===== config.mk =====
export PLATFORM = sky130hd
export DESIGN_NAME = fetch_stage
export DESIGN_NICKNAME = d
export VERILOG_FILES = /design/src/rtl/fetch_stage.sv
export SDC_FILE = /design/constraint.sdc
export NUM_CORES = 1
export LEC_CHECK = 0
export ABC_AREA = 1
export BUFFER_PORTS_ARGS = -buffer_cell sky130_fd_sc_hd__buf_4
export CAP_MARGIN = 20
export CELL_PAD_IN_SITES_DETAIL_PLACEMENT = 0
export CELL_PAD_IN_SITES_GLOBAL_PLACEMENT = 1
export CORE_ASPECT_RATIO = 0.5
export CORE_MARGIN = 1.5
export CORE_UTILIZATION = 34
export DETAILED_ROUTE_END_ITERATION = 10
export HOLD_SLACK_MARGIN = 0.15
export PLACE_DENSITY = 0.89
export SLEW_MARGIN = 40
export SYNTH_ARGS = -nofsm -noshare
export SYNTH_HDL_FRONTEND = slang
export SYNTH_SLANG_ARGS = --single-unit

===== constraint.sdc =====
create_clock -name clk -period 2 [get_ports clk]
set_input_delay 0.3 -clock clk [delete_from_list [all_inputs] [get_ports clk]]
set_output_delay 0.3 -clock clk [all_outputs]
set_load 0.01 [all_outputs]

===== src/rtl/fetch_stage.sv =====
// Instruction-fetch stage: owns the PC, addresses the combinational ROM and
// registers each fetched word for decode behind a valid/ready handshake.
module fetch_stage #(
    parameter int                ADDR_W    = 5,
    parameter int                INST_W    = 16,
    parameter logic [ADDR_W-1:0] RESET_PC  = '0,
    parameter logic [INST_W-1:0] HALT_WORD = 16'hFFFF
) (
    input  logic              clk,
    input  logic              rst_n,
    input  logic              fetch_en,
    output logic [ADDR_W-1:0] imem_addr,
    input  logic [INST_W-1:0] imem_data,
    input  logic              redirect_valid,
    input  logic [ADDR_W-1:0] redirect_addr,
    output logic [INST_W-1:0] inst,
    output logic [ADDR_W-1:0] inst_pc,
    output logic              inst_valid,
    input  logic              inst_ready,
    output logic              halted
);

    localparam logic [0:0] ST_RUN    = 1'b0;
    localparam logic [0:0] ST_HALTED = 1'b1;

    logic [ADDR_W-1:0] pc;
    logic [0:0]        state;
    logic              load;
    logic              is_halt;

    assign imem_addr = pc;
    assign halted    = (state == ST_HALTED);
    assign is_halt   = (imem_data == HALT_WORD);

    // A new word may enter the output register only when it is empty or
    // being handed to decode in this same cycle.
    assign load = (state == ST_RUN) && fetch_en && (!inst_valid || inst_ready);

    always_ff @(posedge clk) begin
        if (!rst_n) begin
            pc         <= RESET_PC;
            inst       <= '0;
            inst_pc    <= '0;
            inst_valid <= 1'b0;
            state      <= ST_RUN;
        end else if (redirect_valid) begin
            // Redirect flushes the output register even if decode stalls.
            pc         <= redirect_addr;
            inst_valid <= 1'b0;
            state      <= ST_RUN;
        end else if (load) begin
            inst       <= imem_data;
            inst_pc    <= pc;
            inst_valid <= 1'b1;
            if (is_halt) begin
                state <= ST_HALTED;
            end else begin
                pc <= pc + ADDR_W'(1);
            end
        end else if (inst_valid && inst_ready) begin
            inst_valid <= 1'b0;
        end
    end

endmodule


==> results.sh, run 1 <==
export IMPL_crit_chain="inv_1 > nor2_2 > nor2_4 > buf_4 > o21ai_2 > nand2_1 > nor2_1 > nor2_1"
export IMPL_synth_seq_cells=28
export IMPL_first_pass_iters=4
export IMPL_syn_inst=176
export IMPL_finalCriticalPeriod_ns=1.33
export IMPL_powerDensity_nw_per_um2=716
export IMPL_diodes=0
export IMPL_cts_post_setup_buffers_inserted=0
export IMPL_syn_area_sq_um=1280
export IMPL_holdCritPathClass="in2reg"
export IMPL_nNetsFinal=255
export IMPL_cp_max_fo=23
export IMPL_area_growth_pct=37.8
export IMPL_vias=1320
export IMPL_drive_gt1_share_pct=30.0
export IMPL_drtAntennaViolNets=0
export IMPL_via_per_inst=4.75
export IMPL_gr_total_overflow=0
export IMPL_io_buffer_count=53
export IMPL_intPower_uw=954
export IMPL_drc=0
export IMPL_finClkSkew_ns=0.00546
export IMPL_drt_wl_total_microns=3190
export IMPL_num_rows=15
export IMPL_pre_cts_ws_ns=0.546
export IMPL_die_area_sq_um=4160
export IMPL_setup_ws_ns=0.666
export IMPL_p_switching_uw=307
export IMPL_htreeDepth=1
export IMPL_slowest_stage="dfxtp_1"
export IMPL_cts_resized=0
export IMPL_gp_congestion=0.818
export IMPL_crit_path_end_kind="flip-flop"
export IMPL_yosys_warnings=0
export IMPL_p_comb_share_pct=16.5
export IMPL_status="complete, no violations"
export IMPL_grt_max_degree=24
export IMPL_p_leak_uw=0.000763
export IMPL_yosysSeqAreaShare_pct=43.8
export IMPL_die_x_microns=89.7
export IMPL_critPathLaunchType="flip-flop"
export IMPL_drtIter0Drc=56
export IMPL_setup_violations=0
export IMPL_max_slew_margin_pct=72.2
export IMPL_cts_buffers=3
export IMPL_critPathRequiredTime_ns=2.19
export IMPL_arrival_ns=1.52
export IMPL_die_h_microns=46.4
export IMPL_clkTransAtPathRegs_ns=0.10
export IMPL_synth_avg_cell_area_sq_um=7.27
export IMPL_avgRoutedWirePerCell_microns=11.5
export IMPL_insertion_delay_ns=0.28
export IMPL_switching_share_pct=24.4
export IMPL_grt_pass1_wl_microns=5180
export IMPL_ctsRootBufferMaster="clkbuf_8"
export IMPL_cpMostUsedCell="nor2_1"
export IMPL_p_clk_share_pct=35.4
export IMPL_boundaryPins=54
export IMPL_start_util_pct=36.4
export IMPL_track_usage_pct=15.5
export IMPL_postLayoutCellArea_sq_um=1760
export IMPL_hold_viol_final=0
export IMPL_crit_buf_inv=2
export IMPL_fin_setup_tns_ns=0
export IMPL_crit_type="reg2reg"
export IMPL_clock_fmax_mhz=750
export IMPL_post_dp_cell_area_sq_um=1690
export IMPL_worst_slew_pin_slew_ns=0.417
export IMPL_cts_hold_repair_buffers=0
export IMPL_rsz0062_at_grt="no"
export IMPL_maxSlewViolCount=0
export IMPL_clk_path_buf_depth=2
export IMPL_cap_violations=0
export IMPL_place_hpwl_microns=2360
export IMPL_synth_cell_types=23
export IMPL_numClockSinks=28
export IMPL_cts_tree="built"
export IMPL_grt_pass1_vias=1198
export IMPL_syn_nets=203
export IMPL_critPathTopFamily="simple AND/OR/NAND/NOR gates"
export IMPL_seq_power_share_pct=48.1
export IMPL_critPathMaxStageDelay_ns=0.34
export IMPL_coreArea_sq_um=3510
export IMPL_grt_antenna_before_repair=0
export IMPL_vdd_drop_max_uv=273
export IMPL_period_share_pct=66.7
-- cell usage after synthesis --
cell type / count / share of area (%)
nand2_1: 47 / 14
ha_1: 1 / 0.98
nand3_1: 31 / 12
buf_6: 4 / 3.5
o21ai_0: 2 / 0.78
or2_0: 1 / 0.49
buf_4: 2 / 1.2
xnor2_1: 1 / 0.69
nand2_2: 3 / 1.5
a21oi_1: 26 / 10
clkbuf_1: 1 / 0.29
inv_1: 4 / 1.2
nand4_1: 1 / 0.49
buf_1: 1 / 0.29
mux2i_1: 1 / 0.78
buf_2: 1 / 0.39
nor2_4: 1 / 0.88
o21ai_2: 1 / 0.69
dfxtp_1: 28 / 44
nor2_1: 14 / 4.1
o21ai_1: 2 / 0.78
inv_2: 2 / 0.59
nor2_2: 1 / 0.49
-- flip-flops by register name (all words and copies together) (netlist names) --
register and cells:
inst 16, imem_addr 5, inst_pc 5, halted 1, inst_valid 1
-- cell type report --
class                           instances  area (sq um)
Fill cell                             365          1750
Clock inverter                          1          30.0
Sequential cell                        28           561
Inverter                                6          22.5
Clock buffer                            3          41.3
Multi-Input combinational cell        133           623
Timing Repair Buffer                   56           420
Tap cell                               51          63.8
-- worst paths after layout --
kind	endpoint	startpoint	depth (start not counted)	slack [ns]
worst max-delay path	imem_addr[3]	inst_valid	8	0.67
worst min-delay path	imem_addr[1]	rst_n	3	0.26
worst max register to register	imem_addr[3]	inst_valid	8	0.67
worst min register to register	inst_pc[3]	inst_pc[3]	2	0.47
-- metrics by stage --
stage	util, %	total power (uW)	hold slack (ns)	instances
2_1_floorplan	-	729	0.421	176
3_3_place_gp	48.2	828	0.452	274
3_5_place_dp	48.2	830	0.455	274
4_1_cts	50.2	1280	0.259	278
5_1_grt	50.2	1320	0.270	278
6_report	50.2	1260	0.263	278
-- worst reg2reg max path, cell delays in order, from the launching register on --
cell	delay, ns
dfxtp_1	0.34
inv_1	0.05
nor2_2	0.17
nor2_4	0.05
buf_4	0.21
o21ai_2	0.15
nand2_1	0.11
nor2_1	0.10
nor2_1	0.05
-- power groups by stage --
stage	registers (uW)	logic [uW]	clock network [uW]
6_report	607	208	446
3_5_place_dp	620	210	0
5_1_grt	611	232	480
2_1_floorplan	629	101	0
4_1_cts	607	211	459
3_3_place_gp	620	208	0
-- cell usage in the layout, fill, tap and decap left out, types with 2 or more instances in the layout --
cell      instances
o21ai_0           2
inv_2             2
nand2_1          47
inv_1             4
o21ai_1           2
nand2_2           3
dfxtp_1          28
a21oi_1          26
clkbuf_8          3
buf_4            56
nand3_1          31
nor2_1           14
-- kinds of logic (layout without fill, tap and decap cells) --
kind of cell | after synthesis | in the layout | synth area share [%]
compound gates | 31 | 31 | 12.4
buf+inv | 15 | 66 | 7.43
mux | 1 | 1 | 0.783
flops | 28 | 28 | 43.8
simple gates | 99 | 99 | 33.9
xor+xnor | 1 | 1 | 0.685
fa+ha+maj | 1 | 1 | 0.978
-- layer usage --
metal / share of wire, % / track usage, % / wire (microns)
met1: 47 / 19.2 / 1490
met2: 48 / 28.1 / 1520
met3: 4.9 / 4.13 / 155
met4: 0.53 / 3.49 / 17
met5: 0 / 0 / 0
(Power assumes the default switching activity.)
==> run 2: changes to the inputs <==
CORE_UTILIZATION = 29   (was 34)
PLACE_DENSITY = 0.81   (was 0.89)
clock period = 1.19 ns   (was 2 ns; I/O delays follow)
==> run 2 against run 1 <==
Against the previous run:
- first-iteration DRC count down 8.9%
- sequential power up 68%
- die area up 16%
- final area up 12%
- wire length up 14%
- sequential share of layout area down 3.0 points
- via count up 7.0%
- non-clock buffer count up 14
- hold slack worse by 0.11 ns
- setup slack worse by 0.67 ns
- combinational power up 110%
- largest cell class unchanged
==> results.sh, run 2 (same netlist as run 1, synthesis figures left out) <==
export IMPL_grt_antenna_before_repair=0
export IMPL_vdd_drop_max_uv=412
export IMPL_largest_register_ffs=16
export IMPL_cap_violations=0
export IMPL_grt_pass1_wl_microns=5550
export IMPL_met3_usage_pct=3.97
export IMPL_via_per_inst=4.79
export IMPL_largest_register="inst"
export IMPL_final_common_cell="buf_4"
export IMPL_arrival_ns=1.35
export IMPL_place_hpwl_microns=2580
export IMPL_clkTransAtPathRegs_ns=0.10
export IMPL_cts_buffers=3
export IMPL_max_slew_margin_pct=80.5
export IMPL_start_util_pct=31.5
export IMPL_insertion_delay_ns=0.28
export IMPL_nFillCells=419
export IMPL_vias=1412
export IMPL_die_x_microns=96.9
export IMPL_drtAntennaViolNets=0
export IMPL_crit_end="inst[12]"
export IMPL_grt_pass1_vias=1258
export IMPL_io_buffer_count=53
export IMPL_clk_path_buf_depth=2
export IMPL_critPathRequiredTime_ns=1.35
export IMPL_final_cell_mix="65 x buf_4, 44 x nand2_1, 31 x nand3_1"
export IMPL_holdCritPathClass="in2reg"
export IMPL_use_met1_pct=18.0
export IMPL_htreeDepth=1
export IMPL_drc=0
export IMPL_dp_cells=287
export IMPL_fin_cells=295
export IMPL_drive_gt1_share_pct=39.0
export IMPL_area_growth_pct=53.7
export IMPL_crit_type="reg2reg"
export IMPL_setup_violations=0
export IMPL_diodes=0
export IMPL_hold_viol_final=0
export IMPL_clock_fmax_mhz=841
export IMPL_crit_path_end_kind="flip-flop"
export IMPL_ctsRootBufferMaster="clkbuf_8"
export IMPL_first_pass_iters=4
export IMPL_rrSetupSlack_ns=0.0009
export IMPL_worst_slew_pin_slew_ns=0.290
export IMPL_critPathMaxStageDelay_ns=0.34
export IMPL_gr_total_overflow=0
export IMPL_rsz0062_at_grt="yes"
export IMPL_boundaryPins=54
export IMPL_critPathLaunchType="flip-flop"
export IMPL_die_area_sq_um=4840
export IMPL_powerDensity_nw_per_um2=1050
export IMPL_finalCriticalPeriod_ns=1.19
export IMPL_finClkSkew_ns=0.0129
export IMPL_nNetsFinal=269
export IMPL_grt_max_degree=22
export IMPL_status="complete, no violations"
export IMPL_crit_buf_inv=2
export IMPL_cp_max_fo=10
export IMPL_numClockSinks=28
export IMPL_reg2reg_depth=7
export IMPL_path_depth=7
export IMPL_r2r_end="inst[12]"
export IMPL_avgRoutedWirePerCell_microns=12.3
export IMPL_drtIter0Drc=51
export IMPL_startpoint="inst_valid"
export IMPL_p_leak_uw=0.000861
export IMPL_use_met2_pct=24.1
export IMPL_period_share_pct=99.9
export IMPL_die_h_microns=50.0
export IMPL_maxSlewViolCount=0
export IMPL_cts_tree="built"
export IMPL_cpMostUsedCell="nor2_4"
export IMPL_coreArea_sq_um=4060
export IMPL_busiest_layer="met2"
export IMPL_r2r_start="inst_valid"
export IMPL_track_usage_pct=14.1
export IMPL_gp_congestion=0.838
export IMPL_critPathTopFamily="simple AND/OR/NAND/NOR gates"
export IMPL_num_rows=16
export IMPL_slowest_stage="dfxtp_2"
export IMPL_whs_ns=0.157
export IMPL_drt_wl_total_microns=3640
export IMPL_crit_chain="inv_2 > nor2_4 > nor2_4 > nand2_4 > clkbuf_16 > nand2_1 > a21oi_1"
## run 2: cell types whose count changed in the layout (fill, tap and decap cells not counted), moves of 2 or more
| cell | before | now |
|---|---|---|
| buf_6 | 0 | 2 |
| nand2_1 | 47 | 44 |
| a21oi_2 | 0 | 3 |
| buf_4 | 56 | 65 |
| dfxtp_2 | 0 | 4 |
| dfxtp_1 | 28 | 24 |
| a21oi_1 | 26 | 23 |
| nand2_4 | 0 | 3 |
| clkbuf_16 | 0 | 2 |
## run 2: stage by stage
stage                     TNS [ns]  util, %  total power, uW  area [sq um]  setup slack (ns)
after floorplan                  0        -             1230          1280            0.0298
after global placement           0     43.8             1430          1780            0.0286
after detailed placement         0     43.8             1440          1780           0.00875
after CTS                        0     45.2             2020          1840          0.000285
after global routing        -0.862     48.4             2180          1970           -0.0541
final                            0     48.4             2060          1970          0.000918
## run 2: worst min path at each step
stage                from            to  depth (start not counted)
2_1_floorplan       rst_n  imem_addr[1]                          2
3_3_place_gp     inst[12]      inst[12]                          2
3_5_place_dp   inst_pc[0]    inst_pc[0]                          2
4_1_cts        inst_ready    inst_valid                          4
5_1_grt             rst_n  imem_addr[1]                          3
6_report            rst_n  imem_addr[1]                          3
## run 2: repair_timing
action,4_1_cts,5_1_grt
resized for setup,0,19
hold buffers,0,0
setup buffers,0,2
setup endpoints to repair,0,24
## run 2: layout make-up
class	instances	area (sq um)	share of cell area, %
Inverter	6	22.5	1.15
Tap cell	54	67.6	3.44
Sequential cell	28	566	28.8
Clock buffer	4	55.1	2.80
Timing Repair Buffer	70	581	29.5
Multi-Input combinational cell	133	674	34.3
## run 2: where the power goes
group	leakage (uW)	internal, uW	switching (uW)
Sequential	0.000230	983	35.5
Clock	0.0000288	297	302
Combinational	0.000602	231	212
Total	0.000861	1510	549
## run 2: worst min-delay path, delay by kind of cell
family,cells,cell delay [ns]
AND/OR/NAND/NOR,2,0.12
buffers and inverters,1,0.12
## run 2: per-layer routing
layer  up-vias  wire length (microns)
met5         -                      0
met3         5                    178
met1       665                   1700
met2        32                   1740
met4         0                     22
li1        710                      -
